### src/rtl/khu_sensor_pkg.sv
// khu_sensor shared definitions: UART frame tags,
// stream control codes and TX arbiter state encoding.
package khu_sensor_pkg;

  localparam logic [7:0] UART_SG_RUN  = 8'h52;
  localparam logic [7:0] UART_SG_STOP = 8'h53;

  localparam logic [7:0] UART_TAG_ADS = 8'h41;
  localparam logic [7:0] UART_TAG_MPR = 8'h4D;

  localparam int ADS_W   = 40;
  localparam int MPR_W   = 16;
  localparam int FRAME_W = 48;

  localparam logic [1:0] ST_IDLE = 2'd0;
  localparam logic [1:0] ST_SEND = 2'd1;
  localparam logic [1:0] ST_GAP  = 2'd2;

  function automatic logic [FRAME_W-1:0] ads_frame(
    input logic [ADS_W-1:0] d
  );
    return {UART_TAG_ADS, d};
  endfunction

  function automatic logic [FRAME_W-1:0] mpr_frame(
    input logic [MPR_W-1:0] d
  );
    return {UART_TAG_MPR, d, 24'h0};
  endfunction

endpackage

### src/rtl/tx_src_slot.sv
// One-entry holding slot between a sensor source
// and the shared UART TX arbiter.
module tx_src_slot #(
  parameter int W = 8
) (
  input  logic         clk,
  input  logic         rst_n,
  input  logic         i_en,
  input  logic         i_valid,
  output logic         o_ready,
  input  logic [W-1:0] i_data,
  output logic         o_full,
  output logic [W-1:0] o_data,
  input  logic         i_clr,
  input  logic         i_flush
);

  logic         full_q;
  logic         full_d;
  logic [W-1:0] data_q;
  logic [W-1:0] data_d;
  logic         load;

  assign o_ready = ~full_q & i_en;
  assign load    = i_valid & o_ready;
  assign o_full  = full_q;
  assign o_data  = data_q;

  always_comb begin
    full_d = full_q;
    data_d = data_q;
    if (load) begin
      full_d = 1'b1;
      data_d = i_data;
    end
    // clear never meets a load: ready is low while full
    if (i_clr | i_flush) begin
      full_d = 1'b0;
    end
  end

  always_ff @(posedge clk or negedge rst_n) begin
    if (!rst_n) begin
      full_q <= 1'b0;
      data_q <= '0;
    end else begin
      full_q <= full_d;
      data_q <= data_d;
    end
  end

endmodule

### src/rtl/uart_tx_arbiter.sv
// Shares the UART TX path between the ADS1292 sample
// stream and the MPR121 touch stream (ADS priority, MPR bounded wait).
module uart_tx_arbiter
  import khu_sensor_pkg::*;
#(
  parameter int MPR_MAX_WAIT = 4,
  parameter int GAP_CYCLES   = 2
) (
  input  logic         i_CLK,
  input  logic         i_RSTN,
  input  logic         i_STREAM_EN,
  input  logic [39:0]  i_ADS_DATA,
  input  logic         i_ADS_VALID,
  output logic         o_ADS_READY,
  input  logic [15:0]  i_MPR_DATA,
  input  logic         i_MPR_VALID,
  output logic         o_MPR_READY,
  output logic [47:0]  o_UART_DATA_TX,
  output logic         o_UART_DATA_TX_VALID,
  input  logic         i_UART_DATA_TX_READY,
  output logic [15:0]  o_ADS_FRAME_CNT,
  output logic [15:0]  o_MPR_FRAME_CNT,
  output logic         o_BUSY
);

  localparam logic [3:0] MAX_WAIT = 4'(MPR_MAX_WAIT);
  localparam logic [3:0] GAP_LAST = 4'(GAP_CYCLES - 1);

  logic [1:0]  state_q;
  logic [1:0]  state_d;
  logic [3:0]  gap_q;
  logic [3:0]  gap_d;
  logic [3:0]  wait_q;
  logic [3:0]  wait_d;
  logic        sel_mpr_q;
  logic        sel_mpr_d;
  logic [47:0] tx_data_q;
  logic [47:0] tx_data_d;
  logic        tx_valid_q;
  logic        tx_valid_d;
  logic [15:0] ads_cnt_q;
  logic [15:0] ads_cnt_d;
  logic [15:0] mpr_cnt_q;
  logic [15:0] mpr_cnt_d;

  logic        ads_full;
  logic        mpr_full;
  logic [39:0] ads_data;
  logic [15:0] mpr_data;

  logic        idle;
  logic        flush;
  logic        pick_ads;
  logic        pick_mpr;
  logic        uart_xfer;
  logic        sent_ads;
  logic        sent_mpr;

  tx_src_slot #(
    .W (40)
  ) u_ads_slot (
    .clk     (i_CLK),
    .rst_n   (i_RSTN),
    .i_en    (i_STREAM_EN),
    .i_valid (i_ADS_VALID),
    .o_ready (o_ADS_READY),
    .i_data  (i_ADS_DATA),
    .o_full  (ads_full),
    .o_data  (ads_data),
    .i_clr   (sent_ads),
    .i_flush (flush)
  );

  tx_src_slot #(
    .W (16)
  ) u_mpr_slot (
    .clk     (i_CLK),
    .rst_n   (i_RSTN),
    .i_en    (i_STREAM_EN),
    .i_valid (i_MPR_VALID),
    .o_ready (o_MPR_READY),
    .i_data  (i_MPR_DATA),
    .o_full  (mpr_full),
    .o_data  (mpr_data),
    .i_clr   (sent_mpr),
    .i_flush (flush)
  );

  assign idle  = (state_q == ST_IDLE);
  assign flush = idle & ~i_STREAM_EN;

  // MPR only loses to ADS until it has waited MAX_WAIT grants
  assign pick_ads = idle & i_STREAM_EN & ads_full &
                    (~mpr_full | (wait_q < MAX_WAIT));
  assign pick_mpr = idle & i_STREAM_EN & mpr_full & ~pick_ads;

  assign uart_xfer = (state_q == ST_SEND) & tx_valid_q &
                     i_UART_DATA_TX_READY;
  assign sent_ads  = uart_xfer & ~sel_mpr_q;
  assign sent_mpr  = uart_xfer & sel_mpr_q;

  always_ff @(posedge i_CLK or negedge i_RSTN) begin
    if (!i_RSTN) begin
      state_q    <= ST_IDLE;
      gap_q      <= '0;
      wait_q     <= '0;
      sel_mpr_q  <= 1'b0;
      tx_data_q  <= '0;
      tx_valid_q <= 1'b0;
      ads_cnt_q  <= '0;
      mpr_cnt_q  <= '0;
    end else begin
      state_q    <= state_d;
      gap_q      <= gap_d;
      wait_q     <= wait_d;
      sel_mpr_q  <= sel_mpr_d;
      tx_data_q  <= tx_data_d;
      tx_valid_q <= tx_valid_d;
      ads_cnt_q  <= ads_cnt_d;
      mpr_cnt_q  <= mpr_cnt_d;
    end
  end

  always_comb begin
    state_d = state_q;
    gap_d   = gap_q;
    case (state_q)
      ST_IDLE: begin
        if (pick_ads | pick_mpr) begin
          state_d = ST_SEND;
        end
      end
      ST_SEND: begin
        if (uart_xfer) begin
          gap_d   = '0;
          state_d = (GAP_CYCLES > 0) ? ST_GAP : ST_IDLE;
        end
      end
      ST_GAP: begin
        if (gap_q == GAP_LAST) begin
          state_d = ST_IDLE;
        end else begin
          gap_d = gap_q + 4'd1;
        end
      end
      default: state_d = ST_IDLE;
    endcase
  end

  always_comb begin
    tx_data_d  = tx_data_q;
    tx_valid_d = tx_valid_q;
    sel_mpr_d  = sel_mpr_q;
    ads_cnt_d  = ads_cnt_q;
    mpr_cnt_d  = mpr_cnt_q;
    wait_d     = wait_q;

    unique case (1'b1)
      pick_ads: begin
        tx_data_d  = ads_frame(ads_data);
        tx_valid_d = 1'b1;
        sel_mpr_d  = 1'b0;
      end
      pick_mpr: begin
        tx_data_d  = mpr_frame(mpr_data);
        tx_valid_d = 1'b1;
        sel_mpr_d  = 1'b1;
      end
      default: ;
    endcase

    if (uart_xfer) begin
      tx_valid_d = 1'b0;
    end
    if (sent_ads) begin
      ads_cnt_d = ads_cnt_q + 16'd1;
    end
    if (sent_mpr) begin
      mpr_cnt_d = mpr_cnt_q + 16'd1;
    end

    if (sent_mpr | ~mpr_full | flush) begin
      wait_d = '0;
    end else if (sent_ads & (wait_q != 4'hF)) begin
      wait_d = wait_q + 4'd1;
    end
  end

  assign o_UART_DATA_TX       = tx_data_q;
  assign o_UART_DATA_TX_VALID = tx_valid_q;
  assign o_ADS_FRAME_CNT      = ads_cnt_q;
  assign o_MPR_FRAME_CNT      = mpr_cnt_q;
  assign o_BUSY = ~idle | ads_full | mpr_full;

endmodule

### config.mk
export PLATFORM = sky130hd
export DESIGN_NAME = uart_tx_arbiter
export DESIGN_NICKNAME = d
export VERILOG_FILES = /design/src/rtl/khu_sensor_pkg.sv /design/src/rtl/tx_src_slot.sv /design/src/rtl/uart_tx_arbiter.sv
export SDC_FILE = /design/constraint.sdc
export NUM_CORES = 1
export LEC_CHECK = 0
export CAP_MARGIN = 25
export CELL_PAD_IN_SITES_DETAIL_PLACEMENT = 0
export CELL_PAD_IN_SITES_GLOBAL_PLACEMENT = 1
export CORE_MARGIN = 2
export CORE_UTILIZATION = 41
export DETAILED_ROUTE_END_ITERATION = 16
export DONT_BUFFER_PORTS = 1
export PLACE_DENSITY = 0.7
export SLEW_MARGIN = 20
export SYNTH_ARGS = -nofsm -noshare
export SYNTH_HDL_FRONTEND = slang
export SYNTH_SLANG_ARGS = --single-unit
export TNS_END_PERCENT = 50
### constraint.sdc
create_clock -name i_CLK -period 1.5 [get_ports i_CLK]
set_input_delay 0.3 -clock i_CLK [delete_from_list [all_inputs] [get_ports i_CLK]]
set_output_delay 0.3 -clock i_CLK [all_outputs]
set_load 0.01 [all_outputs]
==> metrics.md <==
| Metric | Value |
|---|---|
| Ys flop type | dfrtp_1 |
| Fmax | 596.9 MHz |
| Initial drt markers | 207 |
| Synth warnings | 0 |
| First-pass GRT wire length | 19,550 um |
| P_sw | 4.319 mW |
| Worst path slowest cell | or4_4 |
| Antenna Cells | 0 |
| Clock sinks | 143 |
| Clock Tree Buf Depth | 2 |
| Port Buffers | 0 |
| Htree depth | 4 |
| Dpl hpwl | 8185 um |
| Largest area contributor in the netlist | dfrtp_1 |
| Clk_lat worst skew | 0.41 ns |
| Switching part of the total | 29.70% |
| Final min period | 1.675 ns |
| Vias | 3,568 |
| WHS | -0.4179 ns |
| Compound-gate portion of the synthesized area | 8.119% |
| Synth cell count leaders | 143 x dfrtp_1, 58 x mux2_2, 24 x a22o_1, 24 x xnor2_1, 23 x nand2_1 |
| Number of antenna violations at the first check in global routing | 1 |
| Worst-path clk slew | 0.06 ns |
| RSZ-0062 raised after global routing | true |
| Dpl cells | 628 |
| Top-count cell post-synth | dfrtp_1 |
| CTS tree | yes |
| Setup_tns | -5.050 ns |
| Largest family of logic cells by synthesized area | multiplexers |
| Mux contribution to synthesized area | 11.65% |
| Register bit total from synthesis | 143 |
| Final Hold Viols | 143 |
| Num rows | 43 |
| Worst Hold Class | input port to async pin |
| Number of max-cap violations | 0 |
| DR pass1 iterations | 5 |
| Final Max Slew Viols | 0 |
| Post-synth ARST share | 100.0% |
| Synth Area in XOR/XNOR | 5.153% |
| Starting Density | 41.80% |
| Largest stage delay, worst path | 0.57 ns |
| Worst setup EP type | output port |
| Core ar. | 0.01383 mm^2 |
| Yosys cell types | 45 |
| Arr. time, crit path | 1.38 ns |
| CP required | 1.20 ns |
| DRC errors left | 0 |
| Yosys top cell area share | 61.92% |
| Filler cell count | 1,208 |
| Post-Layout Cell Count | 675 |
| GR Util All Layers | 17.32% |
| Layout cell share with drive strength beyond 1 | 33.74% |
| Pwr dens | 2038 mW/mm^2 |
| DP Area | 0.006269 mm^2 |
| Post-DRT Antenna Nets | 0 |
| Synth Area in Adders | 1.082% |
| Leak | 3.339 nW |
| Status | finished with violations |
| Final wirelength | 12,520 um |
| Total Power | 14.54 mW |
| Total CTS buffers | 17 |
| Ranking of synthesized cells by area | dfrtp_1 62%, mux2_2 11%, a22o_1 3.6% |
| Vias in the first global route | 3,794 |
| Synth Cell Area | 0.005779 mm^2 |
| CP max FO | 2 |
| Seq/Total Area, Yosys | 61.92% |
| CP cell instances | or4_4 |
| I/O pin count | 146 |
| RD Place Congestion | 0.7593 |
| Critical path launch point type | flip-flop |
| Post-DR wirelength/cell | 18.54 um |
| Int Power | 10.22 mW |
| Crit Path Category | flip-flop to output port |
| Die width | 122.7 um |
| Sequential cell fraction of total power | 45.0% |
| Clock skew | 0.006677 ns |
| Synth Area in Simple Gates | 8.357% |
| Via density | 5.286 |
| Worst Path Buf+Inv | 0 |
| Gate power share | 25.3% |
| Max IR drop VDD | 0.001011 V |
| Register area | 0.003583 mm^2 |
| Largest net degree at the start of global routing | 144 |
| Top Family by Delay on Critical Path | simple AND/OR/NAND/NOR gates |
| Clock share of power | 29.7% |
| Worst setup margin | -0.1754 ns |
| Height of the chip | 122.7 um |
| Die area | 0.01506 mm^2 |
| Syn avg cell area | 13.53 um^2 |
| Final worst path period share | 111.7% |
| EDFF count, synth | 0 |
| Design area | 0.007134 mm^2 |
| GRT Residual Overflow | 0 |
| Multi-input logic area | 0.002072 mm^2 |
| Post-Synthesis Cells | 427 |
| Root Buffer | clkbuf_16 |
| NumNets Final | 549 |
| Setup Viol. Count Final | 49 |
| Synth-to-Final Area Change | 23.45% |
| Failing checks | negative hold slack, negative setup slack |
registers in the layout, indices dropped and copies added, names as in the netlist:
signal	flops
gap_q	4
o_ADS_FRAME_CNT	16
o_MPR_FRAME_CNT	16
o_UART_DATA_TX	42
o_UART_DATA_TX_VALID	1
state_q	2
u_ads_slot.o_data	40
u_ads_slot.o_full	1
u_mpr_slot.o_data	16
u_mpr_slot.o_full	1
wait_q	4
path summary, 6_finish.rpt:
path	start	to	slack, ns	cells after the start
min reg2reg	u_ads_slot.o_data[10]	o_UART_DATA_TX[10]	0.48	1
max reg2reg	state_q[1]	o_MPR_FRAME_CNT[1]	-0.13	6
max in group asynchronous	i_RSTN	u_ads_slot.o_data[10]	1.62	0
min	i_RSTN	o_ADS_FRAME_CNT[11]	-0.42	0
max	state_q[0]	o_BUSY	-0.18	1
min in group i_CLK	i_MPR_DATA[13]	u_mpr_slot.o_data[13]	0.03	1
stage by stage:
| stage | worst slack [ns] | utilization, % | hold WS (ns) |
|---|---|---|---|
| after floorplan | 0.0008707 | - | 0.004409 |
| after global placement | -0.04048 | 45.34 | 0.007286 |
| after detailed placement | -0.1023 | 45.34 | 0.007448 |
| after CTS | -0.1997 | 50.77 | -0.4390 |
| after global routing | -0.2179 | 51.60 | -0.4549 |
| final | -0.1754 | 51.60 | -0.4179 |
cell type report:
cell class | count | area share [%]
clock buffer | 22 | 6.647
clock inverter | 10 | 1.894
inverter | 17 | 0.8944
multi-input combinational | 245 | 29.04
sequential | 143 | 50.23
tap | 180 | 3.157
timing repair buffer | 58 | 8.138
power by group through the flow:
stage,combinational (mW),clock [mW],sequential [mW]
finish,3.68,4.31,6.54
global route,4.08,4.64,6.73
CTS,3.56,4.42,6.54
detailed placement,3.19,0,6.62
global placement,3.04,0,6.58
floorplan,2.28,0,6.29
routing by layer:
layer / GRT usage, % / routed length (um) / vias up
met3: 9.944 / 1390 / 14
met5: 0 / 13 / -
met2: 27.21 / 5882 / 135
met4: 5.532 / 159 / 2
met1: 19.91 / 5070 / 1774
li1: - / - / 1643
cells in the final DEF, fill, tap and decap left out, types with 11 or more instances in the layout:
cell and instances:
xnor2_1 24, buf_4 41, a222oi_1 14, mux2_2 58
clkbuf_16 18, nand3_1 11, dfrtp_1 139, nand2_1 22
a22o_1 24, inv_1 16
timing repair:
| item | in CTS | in global routing |
|---|---|---|
| cloned | 1 | 1 |
| hold endpoints to repair | 143 | 143 |
| resized for setup | 23 | 10 |
| pin swaps | 18 | 10 |
| setup buffers | 6 | 7 |
| setup endpoints to repair | 50 | 75 |
cell families after synthesis:
family | after synthesis
flops | 143
simple gates | 86
mux | 60
compound gates | 56
buf+inv | 42
xor+xnor | 34
fa+ha+maj | 5
other cells | 1
(Power assumes the default switching activity.)
